===== src/rtl/grid_pixel_fetch.sv =====
`default_nettype none
// ============================================================================
//  Module   : grid_pixel_fetch
//  Purpose  : Requester side of the sprite-sheet lookup. Turns the VGA scan
//             position into grid cell / sprite-local coordinates, asks the map
//             store for the tile kind, drives kind/x/y to the sprite image
//             block and realigns the returned colour with the scan.
//  Ports    : clk, rst              - clock, synchronous active-high reset
//             h_cnt, v_cnt, de      - scan position and display enable
//             map_row, map_col      - cell request to the map store
//             map_kind              - tile kind, one cycle after the request
//             img_kind/img_x/img_y  - sprite lookup request
//             img_clr               - sprite colour, ROM_LAT cycles later
//             rgb, rgb_de           - aligned pixel colour and enable
//  Revision : 1.0 - initial release
// ============================================================================
module grid_pixel_fetch #(
   parameter int          GX0     = 8,
   parameter int          GY0     = 30,
   parameter int          CELL_W  = 48,
   parameter int          CELL_H  = 70,
   parameter int          COLS    = 13,
   parameter int          ROWS    = 6,
   parameter int          ROM_LAT = 1,
   parameter logic [11:0] BG_CLR  = 12'h000,
   parameter logic [11:0] KEY_CLR = 12'hF0F
) (
   input  logic        clk,
   input  logic        rst,
   input  logic [9:0]  h_cnt,
   input  logic [9:0]  v_cnt,
   input  logic        de,
   output logic [2:0]  map_row,
   output logic [3:0]  map_col,
   input  logic [4:0]  map_kind,
   output logic [4:0]  img_kind,
   output logic [5:0]  img_x,
   output logic [6:0]  img_y,
   input  logic [11:0] img_clr,
   output logic [11:0] rgb,
   output logic        rgb_de
);

   localparam logic [9:0] c_h_lo    = 10'(GX0);
   localparam logic [9:0] c_h_hi    = 10'(GX0 + COLS * CELL_W);
   localparam logic [9:0] c_v_lo    = 10'(GY0);
   localparam logic [9:0] c_v_hi    = 10'(GY0 + ROWS * CELL_H);
   localparam logic [5:0] c_sx_last = 6'(CELL_W - 1);
   localparam logic [6:0] c_sy_last = 7'(CELL_H - 1);

   // S1: scan position converted to cell coordinates
   logic       in_grid_q, in_grid_d;
   logic [5:0] sx_q, sx_d;
   logic [3:0] col_q, col_d;
   logic [6:0] sy_q, sy_d;
   logic [2:0] row_q, row_d;
   logic       de1_q;
   logic       w_line_start;

   // S2: aligned with map_kind coming back from the map store
   logic       g2_q;
   logic [5:0] sx2_q;
   logic [6:0] sy2_q;
   logic       de2_q;

   // Delay line matching the image lookup latency
   logic [ROM_LAT-1:0] g_dly_q;
   logic [ROM_LAT-1:0] de_dly_q;

   // Output register
   logic [11:0] rgb_q, rgb_d;
   logic        rgb_de_q;

   // The first grid column restarts the horizontal count and is also the one
   // cycle per line on which the vertical count advances.
   assign w_line_start = (h_cnt == c_h_lo);

   always_comb begin
      in_grid_d = de &&
                  (h_cnt >= c_h_lo) && (h_cnt < c_h_hi) &&
                  (v_cnt >= c_v_lo) && (v_cnt < c_v_hi);
      sx_d  = sx_q;
      col_d = col_q;
      sy_d  = sy_q;
      row_d = row_q;

      // Outside the grid the counters run on freely; the in-grid flag masks
      // whatever they produce there, including col overflow past COLS-1.
      if (w_line_start) begin
         sx_d  = '0;
         col_d = '0;
      end else if (sx_q == c_sx_last) begin
         sx_d  = '0;
         col_d = col_q + 4'd1;
      end else begin
         sx_d  = sx_q + 6'd1;
      end

      if (w_line_start) begin
         if (v_cnt == c_v_lo) begin
            sy_d  = '0;
            row_d = '0;
         end else if (sy_q == c_sy_last) begin
            sy_d  = '0;
            row_d = row_q + 3'd1;
         end else begin
            sy_d  = sy_q + 7'd1;
         end
      end
   end

   always_ff @(posedge clk) begin
      if (rst) begin
         in_grid_q <= 1'b0;
         sx_q      <= '0;
         col_q     <= '0;
         sy_q      <= '0;
         row_q     <= '0;
         de1_q     <= 1'b0;
      end else begin
         in_grid_q <= in_grid_d;
         sx_q      <= sx_d;
         col_q     <= col_d;
         sy_q      <= sy_d;
         row_q     <= row_d;
         de1_q     <= de;
      end
   end

   assign map_row = row_q;
   assign map_col = col_q;

   always_ff @(posedge clk) begin
      if (rst) begin
         g2_q  <= 1'b0;
         sx2_q <= '0;
         sy2_q <= '0;
         de2_q <= 1'b0;
      end else begin
         g2_q  <= in_grid_q;
         sx2_q <= sx_q;
         sy2_q <= sy_q;
         de2_q <= de1_q;
      end
   end

   // map_kind already arrives in step with S2, so it is forwarded unregistered.
   assign img_kind = map_kind;
   assign img_x    = sx2_q;
   assign img_y    = sy2_q;

   always_ff @(posedge clk) begin
      if (rst) begin
         g_dly_q  <= '0;
         de_dly_q <= '0;
      end else begin
         g_dly_q[0]  <= g2_q;
         de_dly_q[0] <= de2_q;
         for (int i = 1; i < ROM_LAT; i++) begin
            g_dly_q[i]  <= g_dly_q[i-1];
            de_dly_q[i] <= de_dly_q[i-1];
         end
      end
   end

   // Colour-keyed sprite pixels show the background through.
   always_comb begin
      rgb_d = img_clr;
      if (!g_dly_q[ROM_LAT-1] || (img_clr == KEY_CLR)) begin
         rgb_d = BG_CLR;
      end
   end

   always_ff @(posedge clk) begin
      if (rst) begin
         rgb_q    <= 12'h000;
         rgb_de_q <= 1'b0;
      end else begin
         rgb_q    <= rgb_d;
         rgb_de_q <= de_dly_q[ROM_LAT-1];
      end
   end

   assign rgb    = rgb_q;
   assign rgb_de = rgb_de_q;

endmodule
`default_nettype wire

===== config.mk =====
export PLATFORM = sky130hd
export DESIGN_NAME = grid_pixel_fetch
export DESIGN_NICKNAME = d
export VERILOG_FILES = /design/src/rtl/grid_pixel_fetch.sv
export SDC_FILE = /design/constraint.sdc
export NUM_CORES = 1
export LEC_CHECK = 0
export ABC_CLOCK_PERIOD_IN_PS = 2050
export BUFFER_PORTS_ARGS = -buffer_cell sky130_fd_sc_hd__buf_4
export CAP_MARGIN = 30
export CORE_AREA = 3 3 102 55
export CTS_CLUSTER_DIAMETER = 100
export DETAILED_ROUTE_END_ITERATION = 8
export DIE_AREA = 0 0 105 58
export GPL_ROUTABILITY_DRIVEN = 1
export PLACE_DENSITY_LB_ADDON = 0.1
export SLEW_MARGIN = 20
export SYNTH_ARGS = -nofsm -noshare
export SYNTH_HDL_FRONTEND = slang
export SYNTH_SLANG_ARGS = --single-unit

===== constraint.sdc =====
create_clock -name clk -period 2.05 [get_ports clk]
set_clock_uncertainty 0.1 [all_clocks]
set_input_delay 0.41 -clock clk [delete_from_list [all_inputs] [get_ports clk]]
set_output_delay 0.41 -clock clk [all_outputs]
set_load 0.05 [all_outputs]

==> results_dict.tcl <==
set metrics [dict create \
    grt-ovfl-total 0 \
    p_seq_frac 0.541 \
    fp.dieW_um 105 \
    cts_hold_buf 0 \
    die_height_um 58 \
    clk-insertion-delay-late_ns 0.30 \
    cts_tree "yes" \
    antenna_found_initial 0 \
    initial_core_utilization 0.423 \
    groute.usage.overall 0.134 \
    portBuffers 67 \
    synth_enable_flop_cells 0 \
    clock_tree.root_cell "sky130_fd_sc_hd__clkbuf_8" \
    timing_worst_setup_path_type "reg -> reg" \
    cp-start-kind "register" \
    std_cell_rows 18 \
    synth_ff_type "sky130_fd_sc_hd__dfxtp_1" \
    max_clock_freq_mhz 535 \
    core-area_um2 4820 \
    grt_pass1_vias 1471 \
    pin_count_of_the_biggest_net_entering_global_routing 31 \
    final_layout_size_suffix_gt1_frac 0.325 \
    maximum_level_of_the_cts_h_tree 2 \
    clock_pin_slew_on_the_worst_setup_and_hold_paths_ns 0.09 \
    crit_arrival_ns 2.00 \
    ioPinCount 78 \
    cts_resized 0 \
    avgSynthCellArea_um2 10.3 \
    max_slew_headroom 0.714 \
    worstPathMaxFanout 6 \
    rsz0062_at_grt "false" \
    avgRoutedWirePerCell_um 11.8 \
    tightestPinTransition_ns 0.426 \
    stdcell_count 338 \
    worst_hold_slack_ns 0.187 \
    crit_required_ns 2.18 \
    dpl.cell_count 330 \
    drtIter0Drc 30 \
    power_density_nw_per_um2 699 \
    cts_setup_buffers 0 \
    post_syn_instances 198 \
    switching_fraction_of_total_power 0.199 \
    setup_viol 0 \
    power.static_leakage_nw 1.14 \
    antenna_cells 0 \
    drc 0 \
    synth.lib_cells_used.distinct 42 \
    run_status "finished, final reports clean" \
    ir_worst_vdd_mv 0.267 \
    final_period_demand_of_the_worst_path_ns 1.87 \
    drt-pass1-iter-count 4 \
    die-area_um2 6090 \
    grt_pass1_wl_um 6500 \
    cts_inserted_buffers 5 \
    maxCapViolCount 0 \
    synth_sequential_area_ratio 0.511 \
    hpwlAfterDp_um 3100 \
    cts_buffer_depth 2 \
    final_util 0.565 \
    async_reset_ff_frac 0 \
    drt_wl_total_um 4000 \
    number_of_sinks_handled_by_clock_tree_synthesis 52 \
    synth_nets 243 \
    drtAntennaViolNets 0 \
    final_hold_violations 0 \
    nets 312 \
    power.clock.fraction 0.388 \
    final_max_slew_viol_count 0 \
    switching_power_mw 0.379 \
    layout_worst_path_cycle_share 0.912 \
    synth.cell_area_um2 2040 \
    critPathCaptureType "register" \
    routed_via_density 4.67 \
    hold_class "in -> reg" \
    fin_total_pwr_mw 1.90 \
    yosys_register_bits 52 \
    combinationalPowerShare 0.071 \
    globalplace.congestion 0.780 \
    yosys_warnings 0 \
    power.internal_mw 1.52 \
    vias 1579 \
    synth_to_layout_area_growth_pct 33.6 \
]
-- worst max-delay path: stages (launching register included) --
cell and delay [ns]:
sky130_fd_sc_hd__dfxtp_1 0.42, sky130_fd_sc_hd__nor4bb_1 0.34, sky130_fd_sc_hd__buf_4 0.18, sky130_fd_sc_hd__nand4b_1 0.13, sky130_fd_sc_hd__or4b_1 0.48, sky130_fd_sc_hd__a31oi_1 0.16
-- path summary, 6_finish.rpt --
check / from / end / slack (ns) / depth (start not counted)
max: sy_q[2] / map_row[2] / 0.18 / 5
min: v_cnt[9] / in_grid_q / 0.19 / 2
max reg2reg: sy_q[2] / map_row[2] / 0.18 / 5
min reg2reg: de_dly_q / rgb_de / 0.34 / 1
-- logic make-up (layout without fill, tap and decap cells) --
logic type                 Yosys count  in the layout  share of synthesized area
and+or+nand+nor                     97             97                      0.302
DFF                                 52             52                      0.511
buffers and inverters               17             87                     0.0491
AOI/OAI and AO/OA                   16             16                     0.0595
xor gates and xnor gates            10             10                     0.0430
adders and majority gates            5              5                     0.0307
muxes                                1              1                    0.00491
-- power groups by stage --
stage | Combinational (mW) | Clock (mW) | Sequential [mW]
global route | 0.147 | 0.809 | 1.03
floorplan | 0.0683 | 0 | 1.07
global placement | 0.135 | 0 | 1.05
finish | 0.135 | 0.738 | 1.03
detailed placement | 0.136 | 0 | 1.05
CTS | 0.137 | 0.765 | 1.03
-- Yosys cell counts, types with 2 or more instances --
cell	instances	area share
sky130_fd_sc_hd__buf_4	5	0.018
sky130_fd_sc_hd__nand2_1	7	0.013
sky130_fd_sc_hd__nor2_1	13	0.024
sky130_fd_sc_hd__a31oi_1	4	0.012
sky130_fd_sc_hd__o31ai_1	2	0.0074
sky130_fd_sc_hd__inv_1	6	0.011
sky130_fd_sc_hd__or4_1	3	0.011
sky130_fd_sc_hd__a21oi_1	4	0.0098
sky130_fd_sc_hd__nand4b_1	5	0.021
sky130_fd_sc_hd__or4_4	2	0.011
sky130_fd_sc_hd__clkbuf_1	4	0.0074
sky130_fd_sc_hd__dfxtp_1	52	0.51
sky130_fd_sc_hd__nor2b_1	17	0.052
sky130_fd_sc_hd__and2_1	13	0.040
sky130_fd_sc_hd__xnor2_1	6	0.026
sky130_fd_sc_hd__nand4_1	5	0.015
sky130_fd_sc_hd__ha_1	5	0.031
sky130_fd_sc_hd__nor4_1	2	0.0061
sky130_fd_sc_hd__nand3_1	11	0.027
sky130_fd_sc_hd__nor3_1	6	0.015
sky130_fd_sc_hd__and3_1	2	0.0061
sky130_fd_sc_hd__xor2_1	4	0.017
-- layout make-up --
| class | count | area [um2] |
|---|---|---|
| clock buffers | 7 | 96.3 |
| repair buffers | 73 | 548 |
| inverters | 6 | 22.5 |
| clock inverters | 1 | 30.0 |
| multi-input cells | 129 | 897 |
| fillers | 442 | 2100 |
| flip-flops and latches | 52 | 1040 |
| well taps | 70 | 87.6 |
-- placed cells by master, fill, tap and decap left out, types with 2 or more instances in the layout --
cell / Yosys / layout
sky130_fd_sc_hd__buf_4: 5 / 73
sky130_fd_sc_hd__dfxtp_1: 52 / 52
sky130_fd_sc_hd__nor2b_1: 17 / 17
sky130_fd_sc_hd__and2_1: 13 / 13
sky130_fd_sc_hd__nor2_1: 13 / 13
sky130_fd_sc_hd__nand3_1: 11 / 11
sky130_fd_sc_hd__nand2_1: 7 / 7
sky130_fd_sc_hd__clkbuf_8: 1 / 7
sky130_fd_sc_hd__inv_1: 6 / 6
sky130_fd_sc_hd__xnor2_1: 6 / 6
sky130_fd_sc_hd__nor3_1: 6 / 6
sky130_fd_sc_hd__nand4b_1: 5 / 5
sky130_fd_sc_hd__nand4_1: 5 / 5
sky130_fd_sc_hd__ha_1: 5 / 5
sky130_fd_sc_hd__a31oi_1: 4 / 4
sky130_fd_sc_hd__xor2_1: 4 / 4
sky130_fd_sc_hd__a21oi_1: 4 / 4
sky130_fd_sc_hd__or4_1: 3 / 3
sky130_fd_sc_hd__or4_4: 2 / 2
sky130_fd_sc_hd__and3_1: 2 / 2
sky130_fd_sc_hd__nor4_1: 2 / 2
sky130_fd_sc_hd__o31ai_1: 2 / 2
-- routing by layer --
layer  share of wire  track usage  vias up
li1                -            -      828
met1            0.50        0.178      687
met2            0.41        0.206       59
met3           0.076       0.0389        5
met4           0.011       0.0561        0
met5               0            0        -
-- flip-flops by register name, summed over array words and instances (netlist names), 3 cells and up --
register  count
sx_q          6
img_x         6
sy_q          7
map_col       4
map_row       3
img_y         7
rgb          12
-- per-stage QoR --
stage	instance area [um2]	setup WS [ns]	TNS [ns]
finish	2720	0.181	0
global route	2720	0.0734	0
CTS	2720	0.162	0
detailed placement	2600	-0.0750	-0.419
global placement	2600	-0.0504	-0.272
floorplan	2040	0.0853	0
Power figures use the tool's default switching activity.
